[src/rtl/xoodyak_out_serializer.sv]
// xoodyak_out_serializer
//   Buffers 192-bit text blocks from xoodyak_build in a small block FIFO and
//   emits each block as WORD_W-bit words, most-significant word first, over a
//   valid/ready handshake toward the host bus. A block arriving while the
//   FIFO is full is dropped and latches a sticky overflow flag.
//
//   Optional build macro: XOOD_OUT_PARITY_EN adds word_parity_o (XOR-reduce of
//   word_o, forced low while no word is valid).
//
// Ports
//   eph1           clock, rising edge
//   reset          asynchronous active-high reset
//   textout_r      text block from the core
//   textout_valid  one-cycle strobe qualifying textout_r
//   word_o         current output word
//   word_valid_o   word_o is valid
//   word_ready_i   host accepts word_o when valid and ready are both high
//   word_last_o    word_o is the final word of its block
//   overflow_o     sticky: at least one block was dropped
//   fifo_count_o   number of occupied block entries
//   word_parity_o  (XOOD_OUT_PARITY_EN only) even-parity bit for word_o
module xoodyak_out_serializer #(
  parameter int BLK_W  = 192,
  parameter int WORD_W = 32,
  parameter int DEPTH  = 2
) (
  input  logic                       eph1,
  input  logic                       reset,
  input  logic [BLK_W-1:0]           textout_r,
  input  logic                       textout_valid,
  output logic [WORD_W-1:0]          word_o,
  output logic                       word_valid_o,
  input  logic                       word_ready_i,
  output logic                       word_last_o,
  output logic                       overflow_o,
  output logic [$clog2(DEPTH+1)-1:0] fifo_count_o
`ifdef XOOD_OUT_PARITY_EN
  ,
  output logic                       word_parity_o
`endif
);

  localparam int WORDS = BLK_W / WORD_W;
  localparam int CNT_W = $clog2(DEPTH + 1);
  localparam int PTR_W = (DEPTH > 1) ? $clog2(DEPTH) : 1;
  localparam int WC_W  = (WORDS > 1) ? $clog2(WORDS) : 1;

  typedef enum logic {
    IDLE = 1'b0,
    SEND = 1'b1
  } state_t;

  state_t           state, state_nxt;
  logic [BLK_W-1:0] mem [DEPTH];
  logic [PTR_W-1:0] wr_ptr, rd_ptr;
  logic [CNT_W-1:0] count;
  logic [WC_W-1:0]  word_cnt;
  logic             overflow;

  logic             vld;
  logic             last_word;
  logic             hs;
  logic             pop;
  logic             full;
  logic             push_ok;
  logic             push_drop;

  // Word idx of a block, counting from the most-significant end.
  function automatic logic [WORD_W-1:0] sel_word(input logic [BLK_W-1:0] blk,
                                                 input logic [WC_W-1:0]  idx);
    logic [BLK_W-1:0] sh;
    sh = blk << (WORD_W * int'(idx));
    return sh[BLK_W-1 -: WORD_W];
  endfunction

  function automatic logic [PTR_W-1:0] ptr_inc(input logic [PTR_W-1:0] p);
    return (p == PTR_W'(DEPTH - 1)) ? '0 : p + PTR_W'(1);
  endfunction

  assign vld       = (state == SEND);
  assign last_word = (word_cnt == WC_W'(WORDS - 1));
  assign hs        = vld & word_ready_i;
  assign pop       = hs & last_word;
  assign full      = (count == CNT_W'(DEPTH));
  // A push into a full FIFO still fits when the head block leaves this cycle:
  // the freed slot is exactly the one the write pointer addresses.
  assign push_ok   = textout_valid & (~full | pop);
  assign push_drop = textout_valid & full & ~pop;

  always_comb begin
    state_nxt = state;
    case (state)
      IDLE: if (push_ok) state_nxt = SEND;
      SEND: if (pop && !push_ok && count == CNT_W'(1)) state_nxt = IDLE;
      default: state_nxt = IDLE;
    endcase
  end

  // Control state: pointers, occupancy, word index, sticky overflow
  always_ff @(posedge eph1 or posedge reset) begin
    if (reset) begin
      state    <= IDLE;
      wr_ptr   <= '0;
      rd_ptr   <= '0;
      count    <= '0;
      word_cnt <= '0;
      overflow <= 1'b0;
    end else begin
      state <= state_nxt;
      if (push_ok) wr_ptr <= ptr_inc(wr_ptr);
      if (pop)     rd_ptr <= ptr_inc(rd_ptr);
      if (push_ok && !pop)      count <= count + CNT_W'(1);
      else if (pop && !push_ok) count <= count - CNT_W'(1);
      if (hs) word_cnt <= last_word ? '0 : word_cnt + WC_W'(1);
      if (push_drop) overflow <= 1'b1;
    end
  end

  // Block storage: data only, never observed until a push has filled it
  always_ff @(posedge eph1) begin
    if (push_ok) mem[wr_ptr] <= textout_r;
  end

  // Output word is gated so stale FIFO contents never reach the bus
  assign word_o       = vld ? sel_word(mem[rd_ptr], word_cnt) : '0;
  assign word_valid_o = vld;
  assign word_last_o  = vld & last_word;
  assign overflow_o   = overflow;
  assign fifo_count_o = count;

`ifdef XOOD_OUT_PARITY_EN
  assign word_parity_o = ^word_o;
`endif

endmodule
[config.mk]
export PLATFORM = sky130hd
export DESIGN_NAME = xoodyak_out_serializer
export DESIGN_NICKNAME = d
export VERILOG_FILES = /design/src/rtl/xoodyak_out_serializer.sv
export SDC_FILE = /design/constraint.sdc
export NUM_CORES = 1
export LEC_CHECK = 0
export ABC_AREA = 1
export ABC_CLOCK_PERIOD_IN_PS = 12200
export CAP_MARGIN = 5
export CELL_PAD_IN_SITES_DETAIL_PLACEMENT = 2
export CELL_PAD_IN_SITES_GLOBAL_PLACEMENT = 2
export CORE_MARGIN = 3
export CORE_UTILIZATION = 36
export CTS_CLUSTER_SIZE = 14
export DETAILED_ROUTE_END_ITERATION = 7
export PLACE_DENSITY_LB_ADDON = 0.1
export REMOVE_ABC_BUFFERS = 1
export SKIP_CTS_REPAIR_TIMING = 1
export SYNTH_ARGS = -nofsm -noshare
export SYNTH_HDL_FRONTEND = slang
export SYNTH_SLANG_ARGS = --single-unit
[constraint.sdc]
create_clock -name eph1 -period 12.2 [get_ports eph1]
set_clock_uncertainty 0.05 [all_clocks]
set_input_delay 1.22 -clock eph1 [delete_from_list [all_inputs] [get_ports eph1]]
set_output_delay 1.22 -clock eph1 [all_outputs]
set_load 0.01 [all_outputs]
==> results.toml, run 1 <==
[outcome]
outcome = "finished, final reports clean"

[pwr]
pwr-share-clk_pct = 24.9
power_density_nw_per_um2 = 240.0
p_seq_share_pct = 40.0
ir_drop_v = 0.0001202
p_leak_uw = 0.007992
combPwrFrac_pct = 35.1
internal_power_uw = 3135
finalPower_uw = 4926
switching_share_pct = 36.35
p_switching_uw = 1790

[die]
die_w_um = 220.0
ios = 233
row_count = 77
die_area_um2 = 48380
die_y_um = 220.0
start_util_pct = 36.86
coreArea_um2 = 44700

[clock_network]
cts_root_buf = "clkbuf_16"
htree_num_levels = 2
cts_tree = "done"
path_clk_slew_ns = 0.06
clk_path_buf_depth = 3
clk_latency_ns = 0.57
clock_sinks = 393
numCtsBuffers = 45

[finish]
synthToLayoutAreaGrowth_pct = 24.55
nets = 1887
fill_cells = 4557
drive_above_1_share_pct = 4.820

[logic_synthesis]
synthesis.area_um2 = 16480
ys_warn_count = 0
yosysUniqueCellTypes = 23
syn_avg_cell_area_um2 = 11.17
yosysSeqAreaShare_pct = 71.34
synth_seq_cells = 393
synthCells = 1475
async_flop_share_pct = 2.290
ys.flop_type = "edfxtp_1"
synth_edf_count = 384

[grt]
grt_max_degree = 114
first_global_vias = 12760
grt_pass1_wl_um = 74130
grt_usage_pct = 20.38
grt-ovfl-total = 0
grt_antenna_before_repair = 10

[detailed_routing]
wl_per_cell_um = 21.26
viasPerCell = 4.960
wl_um = 49290
vias = 11500
drt_iter0_markers = 647
drc = 0
first_pass_iters = 4
ant_nets = 0

[critical_path]
path_max_fanout = 67
endpoint_kind = "register"
cp.arrival_ns = 5.51
required_ns = 12.33
critPathKind = "register to register"
start_kind = "register"

[timing]
slew_violations = 0
rsz0062_at_grt = "no"
hold_violations = 0
setup_viol = 0
max_slew_margin_pct = 27.21
post-route-min-period_ns = 5.376
min_period_over_period_pct = 44.06
timing.fmax_mhz = 186.0
layout_setup_ws_ns = 6.824
worst_pin_slew_ns = 1.090

[place]
gp_congestion = 0.7039
dpl_worst_slack_ns = 6.719
port-buffer-count = 232
dp_hpwl_um = 29350

[worst_hold_path]
hp-class = "register to register"

[job]
drv_cap = 0
flip-flops by register name (all words and copies together) (netlist names):
register / flops
fifo_count_o: 2
word_cnt: 3
rd_ptr: 1
overflow_o: 1
mem: 384
word_valid_o: 1
wr_ptr: 1
power by group through the flow:
| stage | combinational, uW | sequential [uW] | clock, uW |
|---|---|---|---|
| floorplan | 930 | 2130 | 0 |
| global placement | 1710 | 1980 | 0 |
| detailed placement | 1770 | 2000 | 0 |
| CTS | 1780 | 1980 | 1270 |
| global route | 1940 | 2000 | 1320 |
| finish | 1730 | 1970 | 1230 |
cells in the final DEF, fill, tap and decap left out, types with 3 or more instances in the layout:
master	synthesis	layout
nor2_1	100	98
clkinv_1	0	13
nand2_1	360	360
edfxtp_1	384	384
o21ai_0	66	66
diode_2	0	4
inv_2	3	3
clkinv_2	0	7
clkdlybuf4s50_1	0	232
nor2_4	0	3
dfrtp_1	9	6
clkbuf_16	0	47
buf_4	10	14
o21ai_1	31	31
nand3_1	195	195
inv_1	200	198
xor2_1	3	3
a21oi_1	35	35
clkbuf_1	16	12
final cells by class:
class	instances	area (um2)	share of cell area, %
sequential	393	11770	57.32
multi-input combinational	800	3491	17.01
timing repair buffer	246	2427	11.83
clock buffer	60	1235	6.017
inverter	203	768.2	3.743
tap	592	740.7	3.609
clock inverter	20	87.58	0.4267
antenna	4	10.01	0.04877
stage by stage:
stage / setup TNS, ns / instances / hold WS [ns] / util, % / area, um2
global placement: 0 / 2234 / 0.4038 / 42.93 / 19190
floorplan: -106.10 / 1396 / 0.4305 / - / 15990
detailed placement: 0 / 2234 / 0.4101 / 42.93 / 19190
finish: 0 / 2318 / 0.4168 / 45.91 / 20520
global route: 0 / 2315 / 0.4427 / 45.90 / 20520
CTS: 0 / 2314 / 0.4229 / 45.89 / 20510
path summary, 6_finish.rpt:
check	cells after the start	endpoint	startpoint	slack, ns
worst max-delay path	7	mem[1][62]$_DFFE_PP_	word_cnt[0]$_DFFE_PP0N_	6.82
worst min register to register	1	overflow_o$_DFFE_PP0P_	overflow_o$_DFFE_PP0P_	0.42
worst max register to register	7	mem[1][62]$_DFFE_PP_	word_cnt[0]$_DFFE_PP0N_	6.82
min in group asynchronous	2	word_cnt[2]$_DFFE_PP0N_	reset	0.88
max in group asynchronous	2	rd_ptr$_DFFE_PP0N_	reset	10.90
worst min-delay path	1	overflow_o$_DFFE_PP0P_	overflow_o$_DFFE_PP0P_	0.42
per-layer routing:
metal,GRT usage (%),part of all wire (%),vias to the layer above
met5,0,0.19,-
met4,5.001,1.7,12
met3,4.026,4.9,61
met2,37.81,53,206
met1,24.21,40,5858
li1,-,-,5361
worst max-delay path, cell delays in order (launching register included):
cell and delay, ns:
dfrtp_4 0.98, clkinv_2 0.86, buf_4 0.55, nor3_2 0.34, o21ai_1 0.24, nor2_4 0.14, buf_4 0.77, buf_4 0.85
cells in the mapped netlist, types with 2 or more instances:
library cell,number,area (um2)
dfrtp_1,9,225.2
nor2_1,100,375.4
clkbuf_1,16,60.06
edfxtp_1,384,11530
nor2_2,2,12.51
a21oi_1,35,175.2
xor2_1,3,26.28
buf_4,10,75.07
buf_1,8,30.03
inv_1,200,750.7
o21ai_1,31,155.2
o21ai_0,66,330.3
inv_2,3,11.26
buf_6,16,180.2
nor3_1,2,10.01
nand2_1,360,1351
ha_1,2,25.02
buf_2,29,145.1
nand3_1,195,975.9
cell families (layout without fill, tap and decap cells):
kind of cell / Yosys count / after routing / share of synthesized area (%)
adders and majority gates: 2 / 2 / 0.1518
DFF: 393 / 393 / 71.34
and+or+nand+nor: 661 / 661 / 16.64
buffers and inverters: 282 / 529 / 7.600
other: 0 / 4 / 0
xor gates and xnor gates: 3 / 3 / 0.1595
AOI/OAI and AO/OA: 134 / 134 / 4.108
Note: power is estimated with default switching activity, not from simulation.
==> run 2: changes to the inputs <==
Settings changed: ABC_CLOCK_PERIOD_IN_PS 12200 to 5000.
Clock period 12.2 ns to 5 ns, I/O delays scaled along.
==> run 2 against run 1 <==
Net effect:
- die area unchanged
- cell count up 0.52%
- register-to-register slack worse by 5.3 ns
- combinational power rose to 2.5 times the previous value
- clock power rose to 2.5 times the previous value
- critical path type is now register to output pin
==> results.toml, run 2 (same netlist as run 1, synthesis figures left out) <==
[outcome]
outcome = "finished, final reports clean"

[finish]
final_util_pct = 46.40
fin_area_um2 = 20740
largest_reg_flops = 384
synthToLayoutAreaGrowth_pct = 25.86
nets = 1895
final_common_cell = "edfxtp_1"
top_register = "mem"
layout_common_cells = "edfxtp_1, nand2_1, clkdlybuf4s50_1, inv_1, nand3_1"
drive_above_1_share_pct = 5.142

[detailed_routing]
wl_um = 49050
drc = 0
first_pass_iters = 4
ant_nets = 0
viasPerCell = 4.931
drt_iter0_markers = 648
wl_per_cell_um = 21.05
vias = 11490

[grt]
grt_max_degree = 140
grt_usage_pct = 20.19
grt_pass1_wl_um = 73730
grt-ovfl-total = 0
first_global_vias = 12770
grt_antenna_before_repair = 9

[timing]
setup_viol = 0
hold_violations = 0
worst_pin_slew_ns = 0.8116
max_slew_margin_pct = 45.90
hold_slack_ns = 0.2068
rsz0062_at_grt = "no"
min_period_over_period_pct = 77.30
timing.fmax_mhz = 258.7
post-route-min-period_ns = 3.865
slew_violations = 0

[die]
row_count = 77
die_area_um2 = 48380
die_y_um = 220.0
coreArea_um2 = 44700
ios = 233
start_util_pct = 36.86
die_w_um = 220.0

[place]
gp_congestion = 0.7344
placedInstanceArea_um2 = 19360
dp_hpwl_um = 29520
port-buffer-count = 232

[critical_path]
start_kind = "register"
cp_slowest_cell = "inv_6"
crit_chain = "inv_6, buf_4, nand2_1, nand2_1, nand2_1, nand3_1, nand3_1, a21oi_1, clkdlybuf4s50_1"
slowest_delay_ns = 0.58
cp.arrival_ns = 3.32
worst_path_most_repeated_cell = "nand2_1"
critPathKind = "register to output pin"
rrSetupSlack_ns = 1.57
endpoint_kind = "output pin"
required_ns = 4.45
path_max_fanout = 93

[pwr]
p_leak_uw = 0.008076
finalPower_uw = 12210
power_density_nw_per_um2 = 588.6
ir_drop_v = 0.0003078

[clock_network]
cts_tree = "done"
path_clk_slew_ns = 0.06
clk_path_buf_depth = 3
cts_root_buf = "clkbuf_16"
clk_latency_ns = 0.56
clock_sinks = 393
numCtsBuffers = 46
htree_num_levels = 2

[worst_hold_path]
hp-class = "input pin to asynchronous set/reset pin"

[job]
drv_cap = 0
## run 2: cell types whose count changed in the layout (fill, tap and decap cells not counted), moves of 2 or more
cell,delta
clkinv_1,-3
clkinv_2,-4
clkbuf_1,+6
buf_4,-2
diode_2,+3
buf_12,+9
## run 2: critical path, delay by kind of cell (launching register included)
family	cells	cell delay [ns]
and+or+nand+nor	5	0.42
DFF	1	0.51
AOI/OAI and AO/OA	1	0.20
buffers and inverters	3	1.59
## run 2: final cells by class
cell class / instances / area (um2)
clock buffers: 67 / 1271
inverters: 203 / 768.2
repair buffers: 253 / 2592
well taps: 592 / 740.7
diodes: 7 / 17.52
fillers: 4545 / 23960
multi-input cells: 800 / 3491
clock inverters: 15 / 95.09
flip-flops and latches: 393 / 11770
## run 2: metal layers
metal | global-route usage (%) | vias up | routed length (um)
li1 | - | 5377 | -
met1 | 24.19 | 5817 | 20090
met2 | 36.71 | 219 | 25420
met3 | 3.847 | 68 | 2398
met4 | 6.225 | 8 | 1091
met5 | 0 | - | 48
## run 2: worst paths after layout
check	depth (start not counted)	end	startpoint
max	9	word_o[1]	rd_ptr$_DFFE_PP0N_
min	2	word_cnt[0]$_DFFE_PP0N_	reset
max reg2reg	5	mem[1][175]$_DFFE_PP_	word_cnt[0]$_DFFE_PP0N_
min reg2reg	1	overflow_o$_DFFE_PP0P_	overflow_o$_DFFE_PP0P_
max in group asynchronous	2	rd_ptr$_DFFE_PP0N_	reset
min in group eph1	1	overflow_o$_DFFE_PP0P_	overflow_o$_DFFE_PP0P_
## run 2: through the flow
stage               setup WS, ns  cells  TNS [ns]
floorplan                 -7.476   1396  -2974.80
global placement           1.512   2241         0
detailed placement         1.477   2241         0
CTS                        1.027   2323         0
global route              0.8273   2325         0
finish                     1.135   2330         0
## run 2: report_power, final
group          leakage [uW]  internal, uW  switching (uW)
sequential          0.00367          4500             282
clock              0.000662          1800            1280
combinational       0.00374          1510            2830
total               0.00808          7820            4390
==> run 3: changes to the inputs <==
Settings changed: ABC_CLOCK_PERIOD_IN_PS 5000 to 3100, CORE_UTILIZATION 36 to 32.
Clock period 5 ns to 3.1 ns, I/O delays scaled along.
==> run 3 against run 2 <==
Net effect:
- the flow now finishes with violations (hold timing)
- combinational power grew 81%
- core utilization shrank 3.9 points
- cell area is 3.4% higher
- wire length increased by 9.1%
- die area up 12%
- total power increased by 69%
- clock-buffer cell count decreased by 7
- first-iteration DRC count down 13%
- via count up 1.5%
- critical path depth down 2
- clock power increased by 65%
==> results.toml, run 3 (same netlist as run 1, synthesis figures left out) <==
[place]
port-buffer-count = 232
dpl_worst_slack_ns = 0.3795
dpl.cell_count = 2334
gp_congestion = 0.7130
dp_hpwl_um = 31140

[outcome]
violations = "hold timing"
outcome = "finished with violations"

[timing]
layout_setup_ws_ns = 0.05133
tns_ns = 0
timing.fmax_mhz = 328.0
hold_violations = 9
rsz0062_at_grt = "yes"
hold_slack_ns = -0.01140
setup_viol = 0
min_period_over_period_pct = 98.34
max_slew_margin_pct = 55.19
slew_violations = 0
post-route-min-period_ns = 3.049
worst_pin_slew_ns = 0.6676

[critical_path]
endpoint_kind = "output pin"
required_ns = 2.74
cp.arrival_ns = 2.69
crit_chain = "inv_8, buf_16, nand3_1, nand3_1, nand3_1, a21oi_2, clkdlybuf4s50_1"
cpLargestDelayFamily = "buffers and inverters"
critPathKind = "register to output pin"
cp_slowest_cell = "dfrtp_4"
worst_path_most_repeated_cell = "nand3_1"
cp_num_buf_inv = 3
slowest_delay_ns = 0.59
path_max_fanout = 30
start_kind = "register"

[detailed_routing]
routed-wl-met3_um = 2334
top_layer = "met5"
ant_nets = 0
wl_um = 53520
wl_met2_um = 27660
drc = 0
m1WireLength_um = 22600
first_pass_iters = 6
drt_iter0_markers = 562
vias = 11660
wl_per_cell_um = 21.97
viasPerCell = 4.788

[finish]
top_register = "mem"
synthToLayoutAreaGrowth_pct = 30.15
final_common_cell = "edfxtp_1"
final_util_pct = 42.49
nets = 1923
layout_common_cells = "edfxtp_1, nand2_1, clkdlybuf4s50_1, inv_1, nand3_1"
stdcell_count = 2436
drive_above_1_share_pct = 7.435
largest_reg_flops = 384

[job]
drv_cap = 0

[grt]
grt-ovfl-total = 0
grt_max_degree = 110
grt_pass1_wl_um = 75370
grt_antenna_before_repair = 5
grt_usage_pct = 18.44
first_global_vias = 12820

[die]
row_count = 82
die_w_um = 232.9
start_util_pct = 32.65
coreArea_um2 = 50480
ios = 233
die_y_um = 232.9
die_area_um2 = 54260

[worst_hold_path]
hp-class = "input pin to asynchronous set/reset pin"

[pwr]
ir_drop_v = 0.0004677
power_density_nw_per_um2 = 962.5
finalPower_uw = 20640
p_leak_uw = 0.008688

[clock_network]
numCtsBuffers = 46
path_clk_slew_ns = 0.06
clk_latency_ns = 0.56
clock_sinks = 393
cts_tree = "done"
cts_root_buf = "clkbuf_16"
clk_path_buf_depth = 3
htree_num_levels = 2
run 3: changes by cell type in the layout (fill, tap and decap cells not counted), moves of 3 or more:
cell / before / now
a21oi_1: 35 / 30
buf_16: 0 / 7
a21oi_2: 0 / 5
diode_2: 7 / 2
buf_4: 12 / 22
clkinv_2: 3 / 11
clkdlybuf4s50_1: 232 / 204
clkbuf_1: 18 / 13
dlymetal6s2s_1: 0 / 28
buf_6: 0 / 3
clkbuf_16: 47 / 53
run 3: worst paths after layout:
| path | start | endpoint | slack (ns) | cells after the start |
|---|---|---|---|---|
| max | word_cnt[0]$_DFFE_PP0N_ | word_o[24] | 0.05 | 7 |
| min | reset | rd_ptr$_DFFE_PP0N_ | -0.01 | 2 |
| max reg2reg | word_cnt[1]$_DFFE_PP0N_ | mem[1][38]$_DFFE_PP_ | 0.60 | 7 |
| min reg2reg | overflow_o$_DFFE_PP0P_ | overflow_o$_DFFE_PP0P_ | 0.43 | 1 |
| max in group asynchronous | reset | word_cnt[1]$_DFFE_PP0N_ | 2.69 | 2 |
| min in group eph1 | textout_r[186] | mem[0][186]$_DFFE_PP_ | 0.26 | 1 |
run 3: routing by layer:
metal  vias to the layer above  track usage, %
met5                         -               0
met1                      5960           22.44
met4                         8           3.772
met3                        69           3.942
li1                       5429               -
met2                       198           33.57
run 3: where the power goes:
group          switching (uW)  internal, uW
combinational            4980          2880
sequential                420          7260
clock                    2160          2940
total                    7560         13100
run 3: final cells by class:
cell class,count,area [um2]
fill,5214,29030
sequential,393,11770
multi-input combinational,800,3513
timing repair buffer,280,3134
clock buffer,60,1225
tap,672,840.8
inverter,203,784.5
clock inverter,25,168.9
timing repair inverter,1,8.758
antenna,2,5.005
run 3: through the flow:
step                      hold WS [ns]  cell area [um2]
after floorplan                0.08792            15990
after global placement          0.4163            19640
after detailed placement        0.4297            19640
final                         -0.01140            21450
after global routing           0.01608            21440
after CTS                     -0.03221            21040
